File: src/rtl/fifo_pkg.sv
// Shared constants and helpers for the status-flag synchronous FIFO.
// Pointer width carries one extra wrap bit above the address bits.
package fifo_pkg;

  localparam int DEF_WIDTH     = 8;
  localparam int DEF_DEPTH     = 16;
  localparam int DEF_AE_LEVEL  = 2;
  localparam int DEF_AF_MARGIN = 2;

  function automatic int ptr_w(input int depth);
    return $clog2(depth) + 1;
  endfunction

endpackage

File: src/rtl/fifo_ram.sv
// Simple dual-port storage: synchronous write, registered read port.
// The array itself is never reset; only the read register is.
module fifo_ram #(
  parameter int WIDTH = 8,
  parameter int DEPTH = 16,
  localparam int AW = $clog2(DEPTH)
) (
  input  logic             clk,
  input  logic             rst_n,
  input  logic             we,
  input  logic [AW-1:0]    waddr,
  input  logic [WIDTH-1:0] wdata,
  input  logic             re,
  input  logic [AW-1:0]    raddr,
  output logic [WIDTH-1:0] rdata
);

  logic [WIDTH-1:0] mem [DEPTH];
  logic [WIDTH-1:0] rdata_d;
  logic [WIDTH-1:0] rdata_q;

  always_ff @(posedge clk) begin
    if (we) begin
      mem[waddr] <= wdata;
    end
  end

  // Read-before-write: a full-FIFO read+write to one slot sees the old word.
  always_comb begin
    rdata_d = rdata_q;
    if (re) begin
      rdata_d = mem[raddr];
    end
  end

  always_ff @(posedge clk or negedge rst_n) begin
    if (!rst_n) begin
      rdata_q <= '0;
    end else begin
      rdata_q <= rdata_d;
    end
  end

  assign rdata = rdata_q;

endmodule

File: src/rtl/sync_fifo_status.sv
// Synchronous FIFO with occupancy count and full/empty/almost flags.
// Define SYNC_FIFO_ERR_EN for sticky overflow/underflow with err_clr.
module sync_fifo_status
  import fifo_pkg::*;
#(
  parameter int WIDTH    = DEF_WIDTH,
  parameter int DEPTH    = DEF_DEPTH,
  parameter int AF_LEVEL = DEPTH - DEF_AF_MARGIN,
  parameter int AE_LEVEL = DEF_AE_LEVEL,
  localparam int CW = ptr_w(DEPTH)
) (
  input  logic             clk,
  input  logic             rst_n,
  input  logic             wr_en,
  input  logic [WIDTH-1:0] wr_data,
  input  logic             rd_en,
  output logic [WIDTH-1:0] rd_data,
  output logic             rd_valid,
  output logic             full,
  output logic             empty,
  output logic             almost_full,
  output logic             almost_empty,
  output logic [CW-1:0]    count
`ifdef SYNC_FIFO_ERR_EN
  ,
  input  logic             err_clr,
  output logic             overflow,
  output logic             underflow
`endif
);

  localparam int AW = CW - 1;
  localparam logic [CW-1:0] AF_C = CW'(AF_LEVEL);
  localparam logic [CW-1:0] AE_C = CW'(AE_LEVEL);
  localparam logic [CW-1:0] ONE  = CW'(1);

  logic [CW-1:0] wr_ptr_d, wr_ptr_q;
  logic [CW-1:0] rd_ptr_d, rd_ptr_q;
  logic [CW-1:0] count_d, count_q;
  logic          rd_valid_d, rd_valid_q;
  logic          rd_acc;
  logic          wr_acc;

  assign empty = (wr_ptr_q == rd_ptr_q);
  assign full  = (wr_ptr_q[AW] != rd_ptr_q[AW]) &&
                 (wr_ptr_q[AW-1:0] == rd_ptr_q[AW-1:0]);

  assign almost_full  = (count_q >= AF_C);
  assign almost_empty = (count_q <= AE_C);
  assign count        = count_q;
  assign rd_valid     = rd_valid_q;

  // A read frees a slot, so a full FIFO may still take a same-cycle write.
  assign rd_acc = rd_en && !empty;
  assign wr_acc = wr_en && (!full || rd_acc);

  always_comb begin
    wr_ptr_d   = wr_ptr_q;
    rd_ptr_d   = rd_ptr_q;
    count_d    = count_q;
    rd_valid_d = rd_acc;
    if (wr_acc) begin
      wr_ptr_d = wr_ptr_q + ONE;
    end
    if (rd_acc) begin
      rd_ptr_d = rd_ptr_q + ONE;
    end
    unique case (1'b1)
      (wr_acc && !rd_acc): count_d = count_q + ONE;
      (rd_acc && !wr_acc): count_d = count_q - ONE;
      default:             count_d = count_q;
    endcase
  end

  always_ff @(posedge clk or negedge rst_n) begin
    if (!rst_n) begin
      wr_ptr_q   <= '0;
      rd_ptr_q   <= '0;
      count_q    <= '0;
      rd_valid_q <= 1'b0;
    end else begin
      wr_ptr_q   <= wr_ptr_d;
      rd_ptr_q   <= rd_ptr_d;
      count_q    <= count_d;
      rd_valid_q <= rd_valid_d;
    end
  end

  fifo_ram #(
    .WIDTH (WIDTH),
    .DEPTH (DEPTH)
  ) u_ram (
    .clk   (clk),
    .rst_n (rst_n),
    .we    (wr_acc),
    .waddr (wr_ptr_q[AW-1:0]),
    .wdata (wr_data),
    .re    (rd_acc),
    .raddr (rd_ptr_q[AW-1:0]),
    .rdata (rd_data)
  );

`ifdef SYNC_FIFO_ERR_EN
  logic ovf_d, ovf_q;
  logic unf_d, unf_q;

  // Set beats a same-cycle clear so no error event is ever lost.
  always_comb begin
    ovf_d = ovf_q;
    unf_d = unf_q;
    if (err_clr) begin
      ovf_d = 1'b0;
      unf_d = 1'b0;
    end
    if (wr_en && !wr_acc) begin
      ovf_d = 1'b1;
    end
    if (rd_en && empty) begin
      unf_d = 1'b1;
    end
  end

  always_ff @(posedge clk or negedge rst_n) begin
    if (!rst_n) begin
      ovf_q <= 1'b0;
      unf_q <= 1'b0;
    end else begin
      ovf_q <= ovf_d;
      unf_q <= unf_d;
    end
  end

  assign overflow  = ovf_q;
  assign underflow = unf_q;
`endif

endmodule

File: config.mk
export PLATFORM = sky130hd
export DESIGN_NAME = sync_fifo_status
export DESIGN_NICKNAME = d
export VERILOG_FILES = /design/src/rtl/fifo_pkg.sv /design/src/rtl/fifo_ram.sv /design/src/rtl/sync_fifo_status.sv
export SDC_FILE = /design/constraint.sdc
export NUM_CORES = 1
export LEC_CHECK = 0
export ABC_AREA = 1
export ABC_CLOCK_PERIOD_IN_PS = 2600
export CORE_ASPECT_RATIO = 1.25
export CORE_MARGIN = 2
export CORE_UTILIZATION = 60
export DETAILED_ROUTE_END_ITERATION = 8
export DONT_BUFFER_PORTS = 1
export GPL_ROUTABILITY_DRIVEN = 0
export MAX_ROUTING_LAYER = met4
export PLACE_DENSITY = 0.83
export SETUP_SLACK_MARGIN = 0.2
export SLEW_MARGIN = 20
export SYNTH_ARGS = -nofsm -noshare
export SYNTH_HDL_FRONTEND = slang
export SYNTH_SLANG_ARGS = --single-unit
File: constraint.sdc
create_clock -name clk -period 2.6 [get_ports clk]
set_input_delay 0.26 -clock clk [delete_from_list [all_inputs] [get_ports clk]]
set_output_delay 0.26 -clock clk [all_outputs]
set_load 0.02 [all_outputs]
==> flow_summary.ini, run 1 <==
[timing]
relSlewSlack = 0.519
rsz0062_at_grt = false
hold_viol_final = 0
worstMarginPinSlew_ps = 716
finalSetupTns_ps = 0
fmax_mhz = 434
setup_viol_count_final = 0
fin_skew_ps = 8.71
period_needed_ps = 2310
period_share = 0.887
drv_slew = 0
fin_ws_ps = 295

[yosys]
synth_nets = 538
avgSynthCellArea_um2 = 12.2
synthFlopType = edfxtp_1
synth-warning-count = 0
yosysTopAreaCellShare = 0.611
ys_seq_area_frac = 0.706
netlist_area_um2 = 6290
netlist_instances = 517
synth_edf_count = 128
yosys-top-cells-area = edfxtp_1 61%, dfrtp_1 9.5%, nor2_1 6.4%, o21ai_0 5.2%, nand2_1 2.6%
synthDistinctLibCells = 32
ys_ff_latch = 152
synth_area_leader_cell = edfxtp_1
ys_async_sr_fraction = 0.158

[power_and_ir_drop]
p_leak_nw = 2.69
vdd.ir_drop.worst_v = 0.000841
power.density_nw_per_um2 = 1180

[critical_path]
crit_required_ps = 2920
path_buf_inv = 4
crit_top_cell = nand2_1
startpoint = wr_ptr_q[3]
slowest_stage = dfrtp_1
cp_cell_sequence = inv_2 > nand2_1 > nand2_2 > nor2_4 > nand3_4 > nand2_4 > inv_6 > nand2_4 > inv_2 > fa_2 > nand2_2 > nand2_1 > a21oi_2 > nand2_1 > nand2_1 > nand3_1 > nand2_1 > inv_1
cp_max_fo = 12
critPathKind = register to register
r2r_start = wr_ptr_q[3]
cp-start-kind = register
critical_path_arrival_ps = 2630
cp-end-kind = register
reg2reg_setup_slack_ps = 290
cp_top_family = simple AND/OR/NAND/NOR gates
cp_slowest_stage_delay_ps = 410

[cells_and_area]
area_growth_pct = 17.4
drive_above_1_share = 0.187
final_area_um2 = 7390
postLayoutCoreUtil = 0.727
layout.nets = 585

[grt]
grt_max_degree = 66
first_global_vias = 4330
grt_first_pass_wirelength_um = 22200
grt_usage = 0.276
antenna_found_initial = 2
grt_overflow = 0

[min_path]
hp-class = primary input to register
min_from = wr_en

[routing]
routed_via_density = 6.13
vias = 4341
drt_iter0_drc = 567
wl_per_cell_um = 20.3
drt_wl_total_um = 14300
post-route-drc-count = 0
ant_nets = 0
dr.pass1.iters = 6

[floorplanning]
fp.dieW_um = 95.6
core.rowCount = 41
io_pins = 30
core-area_um2 = 10200
start_util = 0.619
die_h_um = 118
die-area_um2 = 11300

[clock_network]
cts_buffers = 17
root_buffer = clkbuf_16
clkTransAtPathRegs_ps = 60
cts.path.max_buffers = 2
cts.sinks = 152
insertion_delay_ps = 420
htreeDepth = 4
cts_tree = built

[placement]
dp_hpwl_um = 8900
dp_slack_ps = 53.6
dpl_cell_area_um2 = 6560
portBuffers = 0

[run_status]
status = finished clean

[flow_run]
drv_cap = 0
==> flip-flops by register name, indices dropped and copies added (netlist names) <==
| register | flops |
|---|---|
| rd_valid | 1 |
| u_ram.rdata | 8 |
| count | 5 |
| wr_ptr_q | 5 |
| rd_ptr_q | 5 |
| u_ram.mem | 128 |
==> final timing paths <==
path	to	depth (start not counted)
max	count[4]	18
min	wr_ptr_q[0]	2
min in group asynchronous	count[3]	2
max reg2reg	count[4]	18
max in group asynchronous	rd_ptr_q[1]	2
min reg2reg	wr_ptr_q[4]	1
==> cell usage in the layout (no fill, tap or decap), types with 2 or more instances in the layout <==
| cell | Yosys | layout |
|---|---|---|
| inv_6 | 0 | 4 |
| clkbuf_16 | 0 | 17 |
| nand2_1 | 44 | 39 |
| nor2_4 | 2 | 3 |
| edfxtp_1 | 128 | 128 |
| nor2_1 | 107 | 107 |
| dfrtp_1 | 24 | 20 |
| clkinv_4 | 0 | 3 |
| a21oi_1 | 9 | 8 |
| inv_2 | 6 | 8 |
| a31oi_1 | 7 | 7 |
| dlygate4sd3_1 | 0 | 10 |
| o211ai_1 | 15 | 15 |
| nand2_4 | 2 | 4 |
| nand3_1 | 14 | 14 |
| nand2_2 | 5 | 8 |
| o21ai_0 | 65 | 65 |
| xor2_1 | 8 | 8 |
| dfrtp_2 | 0 | 4 |
| o22ai_1 | 17 | 17 |
| ha_1 | 8 | 8 |
| inv_1 | 15 | 11 |
| diode_2 | 0 | 2 |
| o21ai_1 | 4 | 4 |
| buf_4 | 4 | 41 |
| xnor2_1 | 2 | 2 |
| inv_8 | 0 | 3 |
| clkinvlp_4 | 0 | 3 |
==> layout make-up <==
| cell class | instances | area, µm² |
|---|---|---|
| Sequential cell | 152 | 4450 |
| Multi-Input combinational cell | 319 | 1700 |
| Clock inverter | 13 | 114 |
| Clock buffer | 19 | 443 |
| Antenna cell | 2 | 5.00 |
| Timing Repair Buffer | 52 | 428 |
| Inverter | 22 | 90.1 |
| Fill cell | 608 | 2770 |
| Tap cell | 129 | 161 |
==> what timing repair did <==
action	4_1_cts	5_1_grt
pin swaps	0	5
hold buffers	10	1
hold endpoints to repair	152	1
endpoints found under the setup margin	1	3
resized for setup	5	16
buffers inserted	6	7
==> worst reg2reg max path, cell delays in order, from the launching register on <==
cell and delay [ps]:
dfrtp_1 410, inv_2 70, nand2_1 100, nand2_2 80
nor2_4 160, nand3_4 90, nand2_4 110, inv_6 60
nand2_4 70, inv_2 60, fa_2 350, nand2_2 90
nand2_1 60, a21oi_2 160, nand2_1 80, nand2_1 90
nand3_1 70, nand2_1 80, inv_1 30
==> cells in the mapped netlist, drive strengths merged (2+ instances only) <==
cell type,n
dfrtp,24
edfxtp,128
o211ai,15
xor2,9
o22ai,17
ha,8
a31oi,7
nor2,110
buf,8
nand3,16
o21ai,69
inv,21
a21oi,9
xnor2,2
clkbuf,16
nand2,51
==> kinds of logic (layout without fill, tap and decap cells) <==
family,count (synthesis),after routing,share of synthesized area
and+or+nand+nor,179,179,0.120
AOI/OAI and AO/OA,120,120,0.108
other,0,2,0
buffers and inverters,46,106,0.0306
DFF,152,152,0.706
adders and majority gates,9,9,0.0191
xor gates and xnor gates,11,11,0.0165
==> per-layer routing <==
layer,share of wire,global-route usage,vias to the layer above
met1,0.36,0.335,2087
met4,0.029,0.113,0
met5,0,-,-
met2,0.52,0.432,258
li1,-,-,1946
met3,0.090,0.0822,50
==> report_power, final <==
part	internal, mW	leakage [nW]	switching, mW
clock	1.27	0.266	0.987
sequential	3.05	1.43	0.391
combinational	1.05	0.991	2.00
total	5.37	2.69	3.37
==> per-stage QoR <==
stage	instances	total power [mW]	hold WS [ps]
after global placement	650	5.96	-34.9
after detailed placement	650	6.13	-35.0
after CTS	698	8.55	31.5
after floorplan	517	5.29	-35.6
after global routing	708	9.20	49.8
final	708	8.74	46.9
(Power assumes the default switching activity.)
==> inputs of run 2 (changes only) <==
--- a/config.mk
+++ b/config.mk
@@ -8,13 +8,13 @@
 export ABC_AREA = 1
 export ABC_CLOCK_PERIOD_IN_PS = 2600
 export CORE_ASPECT_RATIO = 1.25
-export CORE_MARGIN = 2
 export CORE_UTILIZATION = 60
 export DETAILED_ROUTE_END_ITERATION = 8
 export DONT_BUFFER_PORTS = 1
 export GPL_ROUTABILITY_DRIVEN = 0
 export MAX_ROUTING_LAYER = met4
 export PLACE_DENSITY = 0.83
+export REMOVE_ABC_BUFFERS = 1
 export SETUP_SLACK_MARGIN = 0.2
 export SLEW_MARGIN = 20
 export SYNTH_ARGS = -nofsm -noshare
==> constraint.sdc (replaced) <==
create_clock -name clk -period 2.6 [get_ports clk]
set_input_delay 0.13 -clock clk [delete_from_list [all_inputs] [get_ports clk]]
set_output_delay 0.13 -clock clk [all_outputs]
set_load 0.02 [all_outputs]
==> flow_summary.ini, run 2 (synthesized netlist as in run 1, its figures left out) <==
[cells_and_area]
final_area_um2 = 7410
layout.nets = 587
regMostFlops = u_ram.mem
largest_reg_flops = 128
multi_input_area_um2 = 1680
postLayoutCoreUtil = 0.730
final_cell_mix = 128 x edfxtp_1, 106 x nor2_1, 65 x o21ai_0
final_common_cell = edfxtp_1
drive_above_1_share = 0.183
regArea_um2 = 4450
area_growth_pct = 17.8
final_cell_count_no_fill = 710
nFillCells = 607

[critical_path]
critPathKind = register to register
critical_path_arrival_ps = 2550
cp-start-kind = register
cp-end-kind = register
cp_max_fo = 10
crit_required_ps = 2740

[grt]
first_global_vias = 4323
grt_overflow = 0
grt_usage = 0.299
antenna_found_initial = 2
grt_max_degree = 66
grt_first_pass_wirelength_um = 22600

[timing]
fin_ws_ps = 185
fmax_mhz = 414
worstMarginPinSlew_ps = 754
drv_slew = 0
relSlewSlack = 0.493
fin_skew_ps = 9.34
period_needed_ps = 2410
rsz0062_at_grt = true
fin_hold_ws_ps = 13.9
setup_viol_count_final = 0
finalSetupTns_ps = 0
hold_viol_final = 0
period_share = 0.929

[clock_network]
root_buffer = clkbuf_16
cts.sinks = 152
cts_tree = built
htreeDepth = 4
clkTransAtPathRegs_ps = 60
cts.path.max_buffers = 2
cts_buffers = 17
insertion_delay_ps = 420

[routing]
drt_wl_total_um = 14700
routed_via_density = 6.16
post-route-drc-count = 0
dr.pass1.iters = 5
ant_nets = 0
drt_iter0_drc = 425
wl_per_cell_um = 20.8
vias = 4371

[floorplanning]
fp.dieW_um = 93.6
die-area_um2 = 10900
io_pins = 30
start_util = 0.619
core.rowCount = 41
core-area_um2 = 10200
die_h_um = 116

[flow_run]
drv_cap = 0

[power_and_ir_drop]
vdd.ir_drop.worst_v = 0.000693
p_leak_nw = 2.72
power.density_nw_per_um2 = 1190
total_power_mw = 8.83

[placement]
dp_hpwl_um = 8880
dpl_cell_area_um2 = 6590
portBuffers = 0
dp_slack_ps = 142
dpl.cell_count = 655

[min_path]
hp-class = primary input to register

[run_status]
status = finished clean
[run 2: changes by cell type in the layout (fill, tap and decap cells not counted), moves of 2 or more]
cell       change
bufinv_16      +2
clkinv_2       +2
dfrtp_1        +2
dfrtp_2        -2
inv_1          +2
inv_2          -2
inv_6          -2
inv_8          -3
nand2_1        +3
nand2_4        -2
[run 2: worst paths after layout]
path	start	to	slack, ps	cells after the start
max in group asynchronous	rst_n	rd_ptr_q[0]	2280	2
hold reg to reg	wr_ptr_q[4]	wr_ptr_q[4]	540	1
setup / recovery	rd_ptr_q[3]	u_ram.mem[13][2]	190	14
hold / removal	rd_en	wr_ptr_q[0]	10	4
min in group asynchronous	rst_n	count[1]	150	2
setup reg to reg	rd_ptr_q[3]	u_ram.mem[13][2]	190	14
[run 2: power breakdown]
part | total [mW] | internal (mW) | switching (mW)
clock | 2.42 | 1.44 | 0.976
combinational | 2.96 | 1.01 | 1.95
sequential | 3.45 | 3.04 | 0.404
[run 2: worst max-delay path: stages, from the launching register on]
cell and delay [ps]:
dfrtp_1 420, inv_4 140, nand2_1 100, nand2_1 140
nor2_4 60, buf_4 130, buf_4 120, nand2_2 70
nor2_4 40, nand2_2 80, nand2_4 70, inv_2 120
nand2_1 160, nor2_1 260, buf_4 200
[run 2: cell type report]
| cell class | count | area share |
|---|---|---|
| multi-input combinational | 319 | 0.227 |
| sequential | 152 | 0.600 |
| timing repair buffer | 54 | 0.0594 |
| tap | 129 | 0.0218 |
| clock inverter | 14 | 0.0203 |
| clock buffer | 18 | 0.0593 |
| antenna | 2 | 0.000675 |
| inverter | 22 | 0.0118 |
[run 2: per-layer routing]
metal	up-vias	track usage	routed length, µm
met5	-	-	0
li1	1940	-	-
met2	232	0.481	7620
met4	0	0.161	605
met3	63	0.0820	1190
met1	2136	0.344	5320
[run 2: repair_timing]
item / 4_1_cts / 5_1_grt
hold buffers: 11 / 0
pin swaps: 0 / 2
setup buffers: 5 / 5
gates resized for setup: 3 / 9
hold endpoints to repair: 153 / 0
setup endpoints to repair: 1 / 2
==> inputs of run 3 (changes only) <==
--- a/config.mk
+++ b/config.mk
@@ -6,8 +6,9 @@
 export NUM_CORES = 1
 export LEC_CHECK = 0
 export ABC_AREA = 1
-export ABC_CLOCK_PERIOD_IN_PS = 2600
+export ABC_CLOCK_PERIOD_IN_PS = 3100
 export CORE_ASPECT_RATIO = 1.25
+export CORE_MARGIN = 3
 export CORE_UTILIZATION = 60
 export DETAILED_ROUTE_END_ITERATION = 8
 export DONT_BUFFER_PORTS = 1
==> constraint.sdc (replaced) <==
create_clock -name clk -period 3.1 [get_ports clk]
set_input_delay 0.155 -clock clk [delete_from_list [all_inputs] [get_ports clk]]
set_output_delay 0.155 -clock clk [all_outputs]
set_load 0.02 [all_outputs]
==> flow_summary.ini, run 3 (synthesized netlist as in run 1, its figures left out) <==
[routing]
drt_wl_total_um = 14500
post-route-drc-count = 0
vias = 4142
drt_iter0_drc = 480
ant_nets = 0
dr.pass1.iters = 6
wl_per_cell_um = 21.3
routed_via_density = 6.11

[run_status]
status = finished clean

[timing]
rsz0062_at_grt = false
fmax_mhz = 367
fin_skew_ps = 9.50
period_needed_ps = 2730
finalSetupTns_ps = 0
worstMarginPinSlew_ps = 1100
setup_viol_count_final = 0
hold_viol_final = 0
relSlewSlack = 0.266
drv_slew = 0
period_share = 0.880

[placement]
dpl.cell_count = 632
dp_hpwl_um = 8770
portBuffers = 0
dpl_cell_area_um2 = 6420

[cells_and_area]
final_area_um2 = 7140
area_growth_pct = 13.5
final_common_cell = edfxtp_1
regMostFlops = u_ram.mem
layout.nets = 557
drive_above_1_share = 0.115
antenna-diode-count = 0
final_cell_mix = 128 x edfxtp_1, 107 x nor2_1, 65 x o21ai_0
final_cell_count_no_fill = 678
largest_reg_flops = 128

[critical_path]
cp-start-kind = register
cp-end-kind = register
rr_endpoint = count[4]
r2r_start = rd_ptr_q[4]
reg2reg_setup_slack_ps = 370
critical_path_arrival_ps = 3050
critPathKind = register to register
crit_required_ps = 3430
cp_max_fo = 12
reg2reg_depth = 15

[grt]
grt_usage = 0.265
grt_first_pass_wirelength_um = 22500
grt_max_degree = 66
antenna_found_initial = 0
first_global_vias = 4075
grt_overflow = 0

[power_and_ir_drop]
vdd.ir_drop.worst_v = 0.000548
power.density_nw_per_um2 = 997
p_leak_nw = 2.56

[clock_network]
cts_tree = built
cts_buffers = 17
cts.path.max_buffers = 2
cts.sinks = 152
htreeDepth = 4
clkTransAtPathRegs_ps = 60
insertion_delay_ps = 430
root_buffer = clkbuf_16

[floorplanning]
die_h_um = 120
core.rowCount = 41
fp.dieW_um = 97.6
io_pins = 30
die-area_um2 = 11800
core-area_um2 = 10200
start_util = 0.619

[min_path]
hold_path_depth = 4
holdPathEnd = wr_ptr_q[0]
min_from = rd_en
hp-class = primary input to register

[flow_run]
drv_cap = 0
-- run 3: critical path, stage by stage (launching register included) --
cell     delay (ps)
dfrtp_1         400
xnor2_1         420
nand3_2         190
nand2_4         140
inv_2           110
nand2_1         110
inv_1           110
fa_1            440
nand2_1         110
nand2_1          60
a21oi_1         170
nand2_1          80
nand2_1          90
nand3_1          70
nand2_1          80
inv_1            30
-- run 3: power breakdown --
part	total, mW	switching, mW	internal, mW	leakage, nW
combinational	2.23	1.55	0.685	0.844
clock	1.99	0.789	1.20	0.282
sequential	2.90	0.342	2.55	1.43
total	7.12	2.68	4.44	2.56
-- run 3: per-stage QoR --
step / hold WS, ps / util / power (mW) / setup slack, ps
after floorplan: -141 / - / 4.33 / -1030
after global placement: -140 / 0.632 / 4.95 / 544
after detailed placement: -140 / 0.632 / 5.06 / 340
after CTS: 40.0 / 0.700 / 7.08 / 305
after global routing: 67.0 / 0.703 / 7.49 / 179
final: 48.4 / 0.703 / 7.12 / 373
-- run 3: repair_timing --
action	CTS	global route
endpoints found under the setup margin	0	1
hold buffers	11	1
endpoints found under the hold margin	153	1
gates resized for setup	0	1
buffers inserted	0	2
-- run 3: area by class of cell --
class | count | area, µm²
fill | 661 | 3010
sequential | 152 | 4450
timing repair buffer | 24 | 220
clock buffer | 20 | 447
clock inverter | 12 | 126
multi-input combinational | 319 | 1660
tap | 129 | 161
inverter | 22 | 82.6
-- run 3: routing by layer --
| metal | vias to the layer above | routed length (µm) | share of wire | global-route usage |
|---|---|---|---|---|
| li1 | 1875 | - | - | - |
| met1 | 2027 | 5490 | 0.38 | 0.330 |
| met2 | 197 | 7490 | 0.52 | 0.424 |
| met3 | 43 | 1040 | 0.072 | 0.0606 |
| met4 | 0 | 455 | 0.031 | 0.111 |
| met5 | - | 0 | 0 | - |
-- run 3: worst max path at each step --
| stage | from | to | slack (ps) | depth (start not counted) |
|---|---|---|---|---|
| 2_1_floorplan | rd_ptr_q[0] | count[4] | -1030 | 18 |
| 3_3_place_gp | wr_ptr_q[2] | count[4] | 540 | 18 |
| 3_5_place_dp | wr_ptr_q[0] | count[4] | 340 | 18 |
| 4_1_cts | wr_ptr_q[0] | count[4] | 310 | 18 |
| 5_1_grt | wr_ptr_q[0] | count[4] | 180 | 18 |
| 6_report | rd_ptr_q[4] | count[4] | 370 | 15 |
